**config.mk**
```make
export PLATFORM = sky130hd
export DESIGN_NAME = watch_calendar_flat
export DESIGN_NICKNAME = d
export VERILOG_FILES = /design/src/rtl/watch_calendar_if.sv /design/src/rtl/watch_calendar.sv /design/src/flat_wrapper.sv
export SDC_FILE = /design/constraint.sdc
export NUM_CORES = 1
export LEC_CHECK = 0
export ABC_AREA = 0
export BUFFER_PORTS_ARGS = -buffer_cell sky130_fd_sc_hd__buf_2
export CAP_MARGIN = 20
export CELL_PAD_IN_SITES_DETAIL_PLACEMENT = 0
export CELL_PAD_IN_SITES_GLOBAL_PLACEMENT = 1
export CORE_ASPECT_RATIO = 1.4
export CORE_MARGIN = 1
export CORE_UTILIZATION = 43
export CTS_CLUSTER_DIAMETER = 80
export DETAILED_ROUTE_END_ITERATION = 8
export PLACE_DENSITY_LB_ADDON = 0.1
export SYNTH_ARGS = -nofsm -noshare
export SYNTH_HDL_FRONTEND = slang
export SYNTH_SLANG_ARGS = --single-unit
export TNS_END_PERCENT = 20
```
**constraint.sdc**
```tcl
create_clock -name clk -period 12.65 [get_ports clk]
set_input_delay 0.6325 -clock clk [delete_from_list [all_inputs] [get_ports clk]]
set_output_delay 0.6325 -clock clk [all_outputs]
set_load 0.01 [all_outputs]
```
**src/rtl/watch_calendar_if.sv**
```systemverilog
// Bus between the 1 Hz tick source / set logic and the watch calendar counter.
// The master drives tick, set and alarm programming; the slave returns time and pulses.
interface watch_calendar_if;
    logic        clk1sec;
    logic        set_time;
    logic [47:0] bin_time;
    logic [2:0]  set_wday;
    logic        alarm_en;
    logic [23:0] alarm_time;
    logic [7:0]  year;
    logic [7:0]  month;
    logic [7:0]  day;
    logic [7:0]  hour;
    logic [7:0]  minute;
    logic [7:0]  second;
    logic [2:0]  weekday;
    logic        set_err;
    logic        alarm;
    logic        day_tick;

    modport master (
        output clk1sec, set_time, bin_time, set_wday, alarm_en, alarm_time,
        input  year, month, day, hour, minute, second, weekday, set_err, alarm, day_tick
    );

    modport slave (
        input  clk1sec, set_time, bin_time, set_wday, alarm_en, alarm_time,
        output year, month, day, hour, minute, second, weekday, set_err, alarm, day_tick
    );
endinterface

```
**src/rtl/watch_calendar.sv**
```systemverilog
// Seconds-to-year calendar counter with leap years, range-checked time load,
// hh:mm:ss alarm pulse and a midnight pulse. All outputs are registered.
module watch_calendar #(
    parameter int unsigned YEAR_BASE = 2000,
    parameter int unsigned YEAR_MAX  = 255,
    parameter int unsigned LEAP_EN   = 1,
    parameter int unsigned RST_WDAY  = 6
) (
    input logic              clk,
    input logic              rst,
    watch_calendar_if.slave  bus
);

    function automatic logic is_leap(input logic [7:0] yr);
        int unsigned y;
        y = YEAR_BASE + 32'(yr);
        return (LEAP_EN != 0) && (y % 4 == 0) && ((y % 100 != 0) || (y % 400 == 0));
    endfunction

    function automatic logic [7:0] max_day(input logic [7:0] mon, input logic [7:0] yr);
        case (mon)
            8'd2:                    return is_leap(yr) ? 8'd29 : 8'd28;
            8'd4, 8'd6, 8'd9, 8'd11: return 8'd30;
            default:                 return 8'd31;
        endcase
    endfunction

    logic [7:0] year_q, year_d, month_q, month_d, day_q, day_d;
    logic [7:0] hour_q, hour_d, minute_q, minute_d, second_q, second_d;
    logic [2:0] weekday_q, weekday_d;
    logic       set_err_q, set_err_d, alarm_q, alarm_d, day_tick_q, day_tick_d;

    logic [7:0] b_year, b_month, b_day, b_hour, b_minute, b_second;
    logic       set_ok;

    assign {b_year, b_month, b_day, b_hour, b_minute, b_second} = bus.bin_time;

    always_comb begin
        set_ok = (b_month >= 8'd1) && (b_month <= 8'd12) &&
                 (b_day >= 8'd1) && (b_day <= max_day(b_month, b_year)) &&
                 (b_hour <= 8'd23) && (b_minute <= 8'd59) && (b_second <= 8'd59) &&
                 (32'(b_year) <= YEAR_MAX) && (bus.set_wday <= 3'd6);
    end

    always_comb begin
        year_d     = year_q;
        month_d    = month_q;
        day_d      = day_q;
        hour_d     = hour_q;
        minute_d   = minute_q;
        second_d   = second_q;
        weekday_d  = weekday_q;
        set_err_d  = 1'b0;
        alarm_d    = 1'b0;
        day_tick_d = 1'b0;

        // A set request always swallows a coincident tick, even when rejected.
        if (bus.set_time) begin
            if (set_ok) begin
                year_d    = b_year;
                month_d   = b_month;
                day_d     = b_day;
                hour_d    = b_hour;
                minute_d  = b_minute;
                second_d  = b_second;
                weekday_d = bus.set_wday;
            end else begin
                set_err_d = 1'b1;
            end
        end else if (bus.clk1sec) begin
            if (second_q < 8'd59) begin
                second_d = second_q + 8'd1;
            end else begin
                second_d = 8'd0;
                if (minute_q < 8'd59) begin
                    minute_d = minute_q + 8'd1;
                end else begin
                    minute_d = 8'd0;
                    if (hour_q < 8'd23) begin
                        hour_d = hour_q + 8'd1;
                    end else begin
                        hour_d     = 8'd0;
                        day_tick_d = 1'b1;
                        weekday_d  = (weekday_q == 3'd6) ? 3'd0 : weekday_q + 3'd1;
                        if (day_q < max_day(month_q, year_q)) begin
                            day_d = day_q + 8'd1;
                        end else begin
                            day_d = 8'd1;
                            if (month_q < 8'd12) begin
                                month_d = month_q + 8'd1;
                            end else begin
                                month_d = 8'd1;
                                year_d  = (year_q == 8'(YEAR_MAX)) ? 8'd0 : year_q + 8'd1;
                            end
                        end
                    end
                end
            end
            alarm_d = bus.alarm_en && ({hour_d, minute_d, second_d} == bus.alarm_time);
        end
    end

    always_ff @(posedge clk or negedge rst) begin
        if (!rst) begin
            year_q     <= 8'd0;
            month_q    <= 8'd1;
            day_q      <= 8'd1;
            hour_q     <= 8'd0;
            minute_q   <= 8'd0;
            second_q   <= 8'd0;
            weekday_q  <= 3'(RST_WDAY);
            set_err_q  <= 1'b0;
            alarm_q    <= 1'b0;
            day_tick_q <= 1'b0;
        end else begin
            year_q     <= year_d;
            month_q    <= month_d;
            day_q      <= day_d;
            hour_q     <= hour_d;
            minute_q   <= minute_d;
            second_q   <= second_d;
            weekday_q  <= weekday_d;
            set_err_q  <= set_err_d;
            alarm_q    <= alarm_d;
            day_tick_q <= day_tick_d;
        end
    end

    assign bus.year     = year_q;
    assign bus.month    = month_q;
    assign bus.day      = day_q;
    assign bus.hour     = hour_q;
    assign bus.minute   = minute_q;
    assign bus.second   = second_q;
    assign bus.weekday  = weekday_q;
    assign bus.set_err  = set_err_q;
    assign bus.alarm    = alarm_q;
    assign bus.day_tick = day_tick_q;

endmodule

```
**src/flat_wrapper.sv**
```systemverilog
// flat-port wrapper written by rule: the top's interface ports become plain ports
module watch_calendar_flat 
#(
    parameter int unsigned YEAR_BASE = 2000,
    parameter int unsigned YEAR_MAX  = 255,
    parameter int unsigned LEAP_EN   = 1,
    parameter int unsigned RST_WDAY  = 6
)
  (clk, rst, bus_clk1sec, bus_set_time, bus_bin_time, bus_set_wday, bus_alarm_en, bus_alarm_time, bus_year, bus_month, bus_day, bus_hour, bus_minute, bus_second, bus_weekday, bus_set_err, bus_alarm, bus_day_tick);
  watch_calendar_if bus_i ();
  input logic clk;
  input logic rst;
  input wire logic [$bits(bus_i.clk1sec)-1:0] bus_clk1sec;
  input wire logic [$bits(bus_i.set_time)-1:0] bus_set_time;
  input wire logic [$bits(bus_i.bin_time)-1:0] bus_bin_time;
  input wire logic [$bits(bus_i.set_wday)-1:0] bus_set_wday;
  input wire logic [$bits(bus_i.alarm_en)-1:0] bus_alarm_en;
  input wire logic [$bits(bus_i.alarm_time)-1:0] bus_alarm_time;
  output wire logic [$bits(bus_i.year)-1:0] bus_year;
  output wire logic [$bits(bus_i.month)-1:0] bus_month;
  output wire logic [$bits(bus_i.day)-1:0] bus_day;
  output wire logic [$bits(bus_i.hour)-1:0] bus_hour;
  output wire logic [$bits(bus_i.minute)-1:0] bus_minute;
  output wire logic [$bits(bus_i.second)-1:0] bus_second;
  output wire logic [$bits(bus_i.weekday)-1:0] bus_weekday;
  output wire logic [$bits(bus_i.set_err)-1:0] bus_set_err;
  output wire logic [$bits(bus_i.alarm)-1:0] bus_alarm;
  output wire logic [$bits(bus_i.day_tick)-1:0] bus_day_tick;
  assign bus_i.clk1sec = bus_clk1sec;
  assign bus_i.set_time = bus_set_time;
  assign bus_i.bin_time = bus_bin_time;
  assign bus_i.set_wday = bus_set_wday;
  assign bus_i.alarm_en = bus_alarm_en;
  assign bus_i.alarm_time = bus_alarm_time;
  assign bus_year = bus_i.year;
  assign bus_month = bus_i.month;
  assign bus_day = bus_i.day;
  assign bus_hour = bus_i.hour;
  assign bus_minute = bus_i.minute;
  assign bus_second = bus_i.second;
  assign bus_weekday = bus_i.weekday;
  assign bus_set_err = bus_i.set_err;
  assign bus_alarm = bus_i.alarm;
  assign bus_day_tick = bus_i.day_tick;
  watch_calendar #(.YEAR_BASE(YEAR_BASE), .YEAR_MAX(YEAR_MAX), .LEAP_EN(LEAP_EN), .RST_WDAY(RST_WDAY)) u_core (.clk(clk), .rst(rst), .bus(bus_i));
endmodule
```
==> results of run 1 <==
layer usage:
metal / track usage / vias to the layer above / part of all wire
li1: - / 3013 / -
met1: 0.3088 / 3005 / 0.39
met2: 0.4998 / 216 / 0.53
met3: 0.03024 / 44 / 0.047
met4: 0.1146 / 2 / 0.029
met5: 0 / - / 0.00053
cells in the mapped netlist (20+ instances only):
library cell  number  area [um^2]
o21ai_0           51        255.2
nand3_1           24        120.1
mux2i_1           21        210.2
clkbuf_1          23        86.33
inv_1             25        93.84
a21oi_1           53        265.3
xnor2_1           20        175.2
nand2_1           67        251.5
nor2_1            79        296.5
dfrtp_1           50         1251
ha_1              21        262.8
power groups by stage:
stage / Combinational, mW / Clock, mW / Sequential, mW
2_1_floorplan: 0.107 / 0 / 0.195
3_3_place_gp: 0.160 / 0 / 0.196
3_5_place_dp: 0.163 / 0 / 0.196
4_1_cts: 0.164 / 0.152 / 0.193
5_1_grt: 0.181 / 0.159 / 0.195
6_report: 0.165 / 0.150 / 0.194
stage by stage:
step                      instance area, um^2  power (mW)    util  instances  hold slack [ps]
after floorplan                          5758      0.3022       -        740            336.9
after global placement                   6533      0.3561  0.5050       1022            491.3
after detailed placement                 6533      0.3592  0.5050       1022            492.5
after CTS                                6686      0.5090  0.5169       1030            490.8
after global routing                     6696      0.5349  0.5177       1032            512.0
final                                    6696      0.5086  0.5177       1032            451.1
sequential cells by signal (all words and copies together), names as in the netlist:
| signal | cells |
|---|---|
| u_core.bus.weekday | 3 |
| u_core.bus.minute | 8 |
| u_core.bus.second | 8 |
| u_core.bus.day | 8 |
| u_core.bus.set_err | 1 |
| u_core.bus.day_tick | 1 |
| u_core.bus.year | 8 |
| u_core.bus.month | 8 |
| u_core.bus.hour | 8 |
| u_core.bus.alarm | 1 |
layout make-up:
| class | instances | area, um^2 |
|---|---|---|
| fillers | 1307 | 6240 |
| multi-input cells | 623 | 4136 |
| flip-flops and latches | 54 | 1356 |
| repair buffers | 141 | 720.7 |
| well taps | 178 | 222.7 |
| clock buffers | 5 | 125.1 |
| inverters | 28 | 106.4 |
| clock inverters | 3 | 28.78 |
logic make-up after synthesis:
kind of cell | after synthesis | synth area share
simple gates | 290 | 0.2573
compound gates | 248 | 0.3086
fa+ha+maj | 22 | 0.04759
mux | 26 | 0.04628
buf+inv | 63 | 0.04715
flops | 54 | 0.2355
xor+xnor | 37 | 0.05758
path summary, 6_finish.rpt:
check                      cells after the start  slack [ps]                     to                 from
setup reg to reg                              18        6330    u_core.bus.month[2]   u_core.bus.year[5]
min in group clk                               1         510    u_core.bus.month[7]  u_core.bus.month[7]
hold / removal                                 2         450  u_core.bus.weekday[0]                  rst
max in group asynchronous                      2       11690     u_core.bus.year[0]                  rst
hold reg to reg                                1         510    u_core.bus.month[7]  u_core.bus.month[7]
setup / recovery                              32        4490     u_core.bus.year[6]     bus_bin_time[44]
cell usage in the layout, fill, tap and decap left out, types with 16 or more instances in the layout:
cell and instances:
ha_1 21, xor2_1 16, o21ai_0 51, xnor2_1 20
nor3_1 16, mux2i_1 21, buf_2 134, inv_1 25
nand3_1 24, nor2_1 79, dfrtp_1 50, a31oi_1 16
nand2_1 67, a21oi_1 53
==> results.txt, run 1 <==
The number of setup violations in the final report is 0. In this run the tool buffered the top-level ports with 133 buffer cells. The share of total power dissipated in combinational logic is 0.325.

The first-pass iteration count of the detailed router came out at 6. The share of total power in sequential cells is 0.381. The share of the cycle needed by the critical path after routing is 0.6447. The cell type with the highest occurrence count on the critical path is ha_1. The highest achievable clock rate came out at 122.6 MHz. Measured along the y axis, the die boundary spans 138.9 um. After layout, the minimum clock period comes to 8155 ps. The maximum clock insertion buffer count came out at 2. Internal power comes to 0.3228 mW. The half-perimeter wire length after placement came out at 14.50 mm. The number of buffers created by CTS is 5. The synthesized design contains 0 enable-type register cells. STA classifies the critical path startpoint as a primary input. IR analysis of the VDD net gives a maximum drop of 54.40 uV.

The global-route wire length before repair came out at 30.46 mm. The number of remaining DRC errors is 0. The buffering stage count on the worst path with inverters included is 4. The maximum net fanout on the critical path came out at 16. The fraction of power spent switching nets is 0.3653. The cell family contributing the most delay on the critical path is simple AND/OR/NAND/NOR gates. The number of post-CTS setup repair buffers came out at 0. The pin count of the biggest net entering global routing is 55. The final wirelength came out at 18.76 mm. The first-iteration detailed-routing DRC count is 312.

The cell row count is 49. The sequential share of the synthesized area came out at 0.2355. The number of sinks handled by clock tree synthesis came out at 54. The max-cap check violation count is 0. Gates resized during post-CTS repair numbered 0. The count of nets left with antenna violations once routing finished came out at 0. The final number of max-transition violations came out at 0. The run finished with clean final reports. The class of the most critical hold timing path is primary input to async pin. The maximum cell stage delay along the critical path came out at 750 ps. The total area inside the core boundary comes to 0.01294 mm^2.

The total of flip-flops plus latches after synthesis came out at 54. The warning count from the yosys run came out at 0. For the worst-skew pair, the clock arrives at the later sink with an insertion delay of 300 ps.

Among all flip-flop cells after synthesis, the most frequent one is dfrtp_1. The number of global-route vias before repair is 6170. The number of top-level design ports came out at 134.

The net load switching power is 0.1858 mW. The worst setup skew after layout is 8.700 ps. The worst slew margin relative to its limit came out at 0.2321. The count of different cell masters after synthesis came out at 95.

The worst slack at placement is 4170 ps. The aggregate global-route resource usage came out at 0.2706. The largest individual stage delay along the critical path comes from the cell nor2_1.

CTS built an H-tree with a depth of 2. For this configuration, the core starts out at a cell density of 0.4451. The fraction of power consumed by the clock network came out at 0.295.

The worst path arrival time is 8340 ps. The vias per cell came out at 6.085. The total standard cell area after synthesis is 0.005758 mm^2. The worst setup path is captured at a register. The hold violation total from the final report came out at 0. The area of the die is 0.01386 mm^2. The data required time of the critical path is 12830 ps. The average size of a mapped cell came out at 7.781 um^2. The width of the chip came out at 99.80 um. The proportion of synthesized flip-flops having asynchronous set or reset came out at 1.000.

The slew at the pin closest to its max-slew limit came out at 1145 ps. The power per unit of standard cell area came out at 75.95 mW/mm^2. The number of nets handed over by synthesis was 841. Across all layers, the routed design uses 6280 vias.

The leakage power of the design came out at 2.919 nW. Clock-pin slew was measured on the worst setup and hold paths at 80 ps. The number of antenna violations at the first check in global routing is 2. TritonCTS built the clock tree. For this run the aggregate overflow at the end of global routing stands at 0. Clock tree synthesis selected as its root buffer the cell clkbuf_16.

The total negative slack came out at 0 ps. Setup repair after global routing left no endpoint under its margin. The antenna diode count came out at 0. The number of cells produced by synthesis came out at 740. The per-cell routed wire length is 18.18 um. The worst path setup slack after routing is 4495 ps. The post-cts hold buffer count is 0. The count of nets after finishing came out at 954.

The type of the setup path with the least slack is primary input to register. The share of layout cells above drive strength 1 is 0.2319. The synthesis-to-finish area growth came out at 16.30%. The routability congestion estimate from global placement is 0.8763.
Power figures use the tool's default switching activity.
==> run 2: changes to the inputs <==
Settings changed: CORE_UTILIZATION 43 to 40.
Clock period 12.65 ns to 8.3 ns, I/O delays scaled along.
==> results.txt, run 2 (same netlist as run 1, synthesis figures left out) <==
Based on the critical path, the design can be clocked at up to 136.8 MHz. In the routed layout, each cell is associated on average with a via count of 5.984. The detailed router finished its first iteration with 251 violations. The data required time of the critical path is 8470 ps.

The post-route antenna net violation count came out at 0. The most critical setup path has its startpoint at bus_bin_time[44]. In the final timing run, aggregate negative setup slack is 0 ps. The final layout contains routed wiring with a total length of 19.22 mm.

The buffer cell driving the clock tree root is clkbuf_16. The per-cell routed wire length is 18.45 um. Counting stages on the worst path, the most repeated cell is ha_1. The hold violation total from the final report was 0. The most frequent standard cell in the layout excluding fill and tap cells is buf_2. The width of the chip came out at 103.4 um. The cell row count is 51.

The type of the setup path with the least slack is primary input to register. The first-pass iteration count of the detailed router came out at 5. The class of the most critical hold timing path is primary input to async pin. STA classifies the critical path startpoint as a primary input. The clock passes through at most 2 buffers.

Setup violations remaining at the end of the flow were counted as 0. The clock insertion delay at the later pin of the skew report is 300 ps. For this design the ratio of total power to cell area is 114.1 mW/mm^2. The global-route wire length before repair is 30.52 mm. The congestion estimate from routability-driven global placement came to 0.8689. The number of sinks handled by clock tree synthesis came out at 54. The overall via count from detail_route is 6235. Timing analysis after detailed placement gives a worst setup slack of 692.7 ps. The pin count of the biggest net entering global routing is 55. The worst register-to-register path begins at u_core.bus.year[4]. Setup repair after global routing left no endpoint under its margin. The height of the chip is 144.0 um. The number of antenna violations at the first check in global routing is 1.

Of all nets on the critical path, the largest fanout is 18. In this run, post-CTS repair resized a total of 0 instances. The fraction of the core area covered by cells at the end of the flow came out at 0.4816. The share of layout cells above drive strength 1 came out at 0.2345.

The placeable core area came out at 0.01397 mm^2. Leaving out fill and tap cells, the most frequent cells in the layout are buf_2, nor2_1, nand2_1. The run finished with clean final reports. The number of post-CTS setup repair buffers came out at 0. The synthesis-to-finish area growth is 16.88%. The antenna diode count is 0. The largest individual stage delay along the critical path comes from the cell xnor2_1. The minimum clock period is 7311 ps. In this design, the stage delay of the slowest critical-path cell is 460 ps. After clock tree synthesis, the clock-pin slew on the worst setup and hold paths is 80 ps.

The final hold slack is 250.2 ps. The share of the cycle needed by the critical path after routing came out at 0.8808. After detailed routing, the number of remaining DRC violations is 0. TritonCTS built the clock tree. The slew at the pin closest to its max-slew limit is 1160 ps. The worst setup skew after layout is 9.061 ps. The end point of the critical path is u_core.bus.minute[0].

The initial utilization of the core area, before any placement, comes to 0.4120. Across every metal layer, demand over resource in global routing totals 0.2620. The port buffer count came out at 133. The final number of max-transition violations was 0.

After legalization and detailed placement, the total HPWL measured 14.95 mm. The reg-to-reg setup timing slack came out at 1690 ps. The total congestion overflow after global routing is 0. STA classifies the critical path endpoint as a register.

The number of top-level design ports is 134. The maximum resistive drop on vdd came out at 87.64 uV. The worst path setup slack after routing is 989.3 ps. The endpoint of the most critical register-to-register path is u_core.bus.day[3].

The worst path arrival time is 7480 ps. The max-cap check violation count came out at 0. Clock tree synthesis inserted a total of 5 buffers. The depth of the CTS H-tree is 2. The leakage power of the design is 2.930 nW.

The post-cts hold buffer count came out at 0. The area of the die is 0.01489 mm^2. Measured against its own limit, the worst slew margin works out to 0.2196. The number of cells traversed by the worst register-to-register path came out at 19. The net count of the finished layout is 957. The number of global-route vias before repair came out at 6057.
-- run 2: changes by cell type in the layout (fill, tap and decap cells not counted), sizes merged --
cell	delta
buf	+4
clkinvlp	+1
inv	-2
-- run 2: layout make-up --
cell class              instances  area, um^2
clock inverters                 2       12.51
clock buffers                   6       138.9
well taps                     185       231.5
repair buffers                144       748.2
fillers                      1428        7244
flip-flops and latches         54        1356
multi-input cells             623        4136
inverters                      28       106.4
-- run 2: critical path, delay by kind of cell --
kind / cells / cell delay, ps
AO/OA/AOI/OAI: 13 / 2410
multiplexers: 2 / 820
AND/OR/NAND/NOR: 8 / 1960
adder cells (fa/ha/maj): 3 / 690
buffers and inverters: 5 / 720
XOR/XNOR: 1 / 460
-- run 2: worst min path at each step --
stage | from | endpoint | slack, ps | cells after the start
floorplan | rst | u_core.bus.alarm | 120 | 0
global placement | u_core.bus.month[4] | u_core.bus.month[4] | 480 | 1
detailed placement | u_core.bus.month[6] | u_core.bus.month[6] | 490 | 1
CTS | rst | u_core.bus.weekday[0] | 290 | 2
global route | rst | u_core.bus.weekday[0] | 300 | 2
finish | rst | u_core.bus.weekday[0] | 250 | 2
-- run 2: where the power goes --
part	internal [mW]	switching, mW	total (mW)
clock	0.120	0.101	0.221
combinational	0.103	0.150	0.252
sequential	0.274	0.0208	0.295
-- run 2: stage by stage --
step / total power, mW / area [um^2] / std cells
final: 0.7678 / 6730 / 1042
after floorplan: 0.4606 / 5758 / 740
after CTS: 0.7729 / 6723 / 1041
after global routing: 0.8141 / 6730 / 1042
after detailed placement: 0.5498 / 6571 / 1033
after global placement: 0.5456 / 6571 / 1033
-- run 2: routing by layer --
layer,vias up,track usage,wire length (um)
met4,2,0.1097,709
met2,207,0.4932,10290
li1,3012,-,-
met3,49,0.02626,741
met5,-,0,10
met1,2965,0.2917,7476
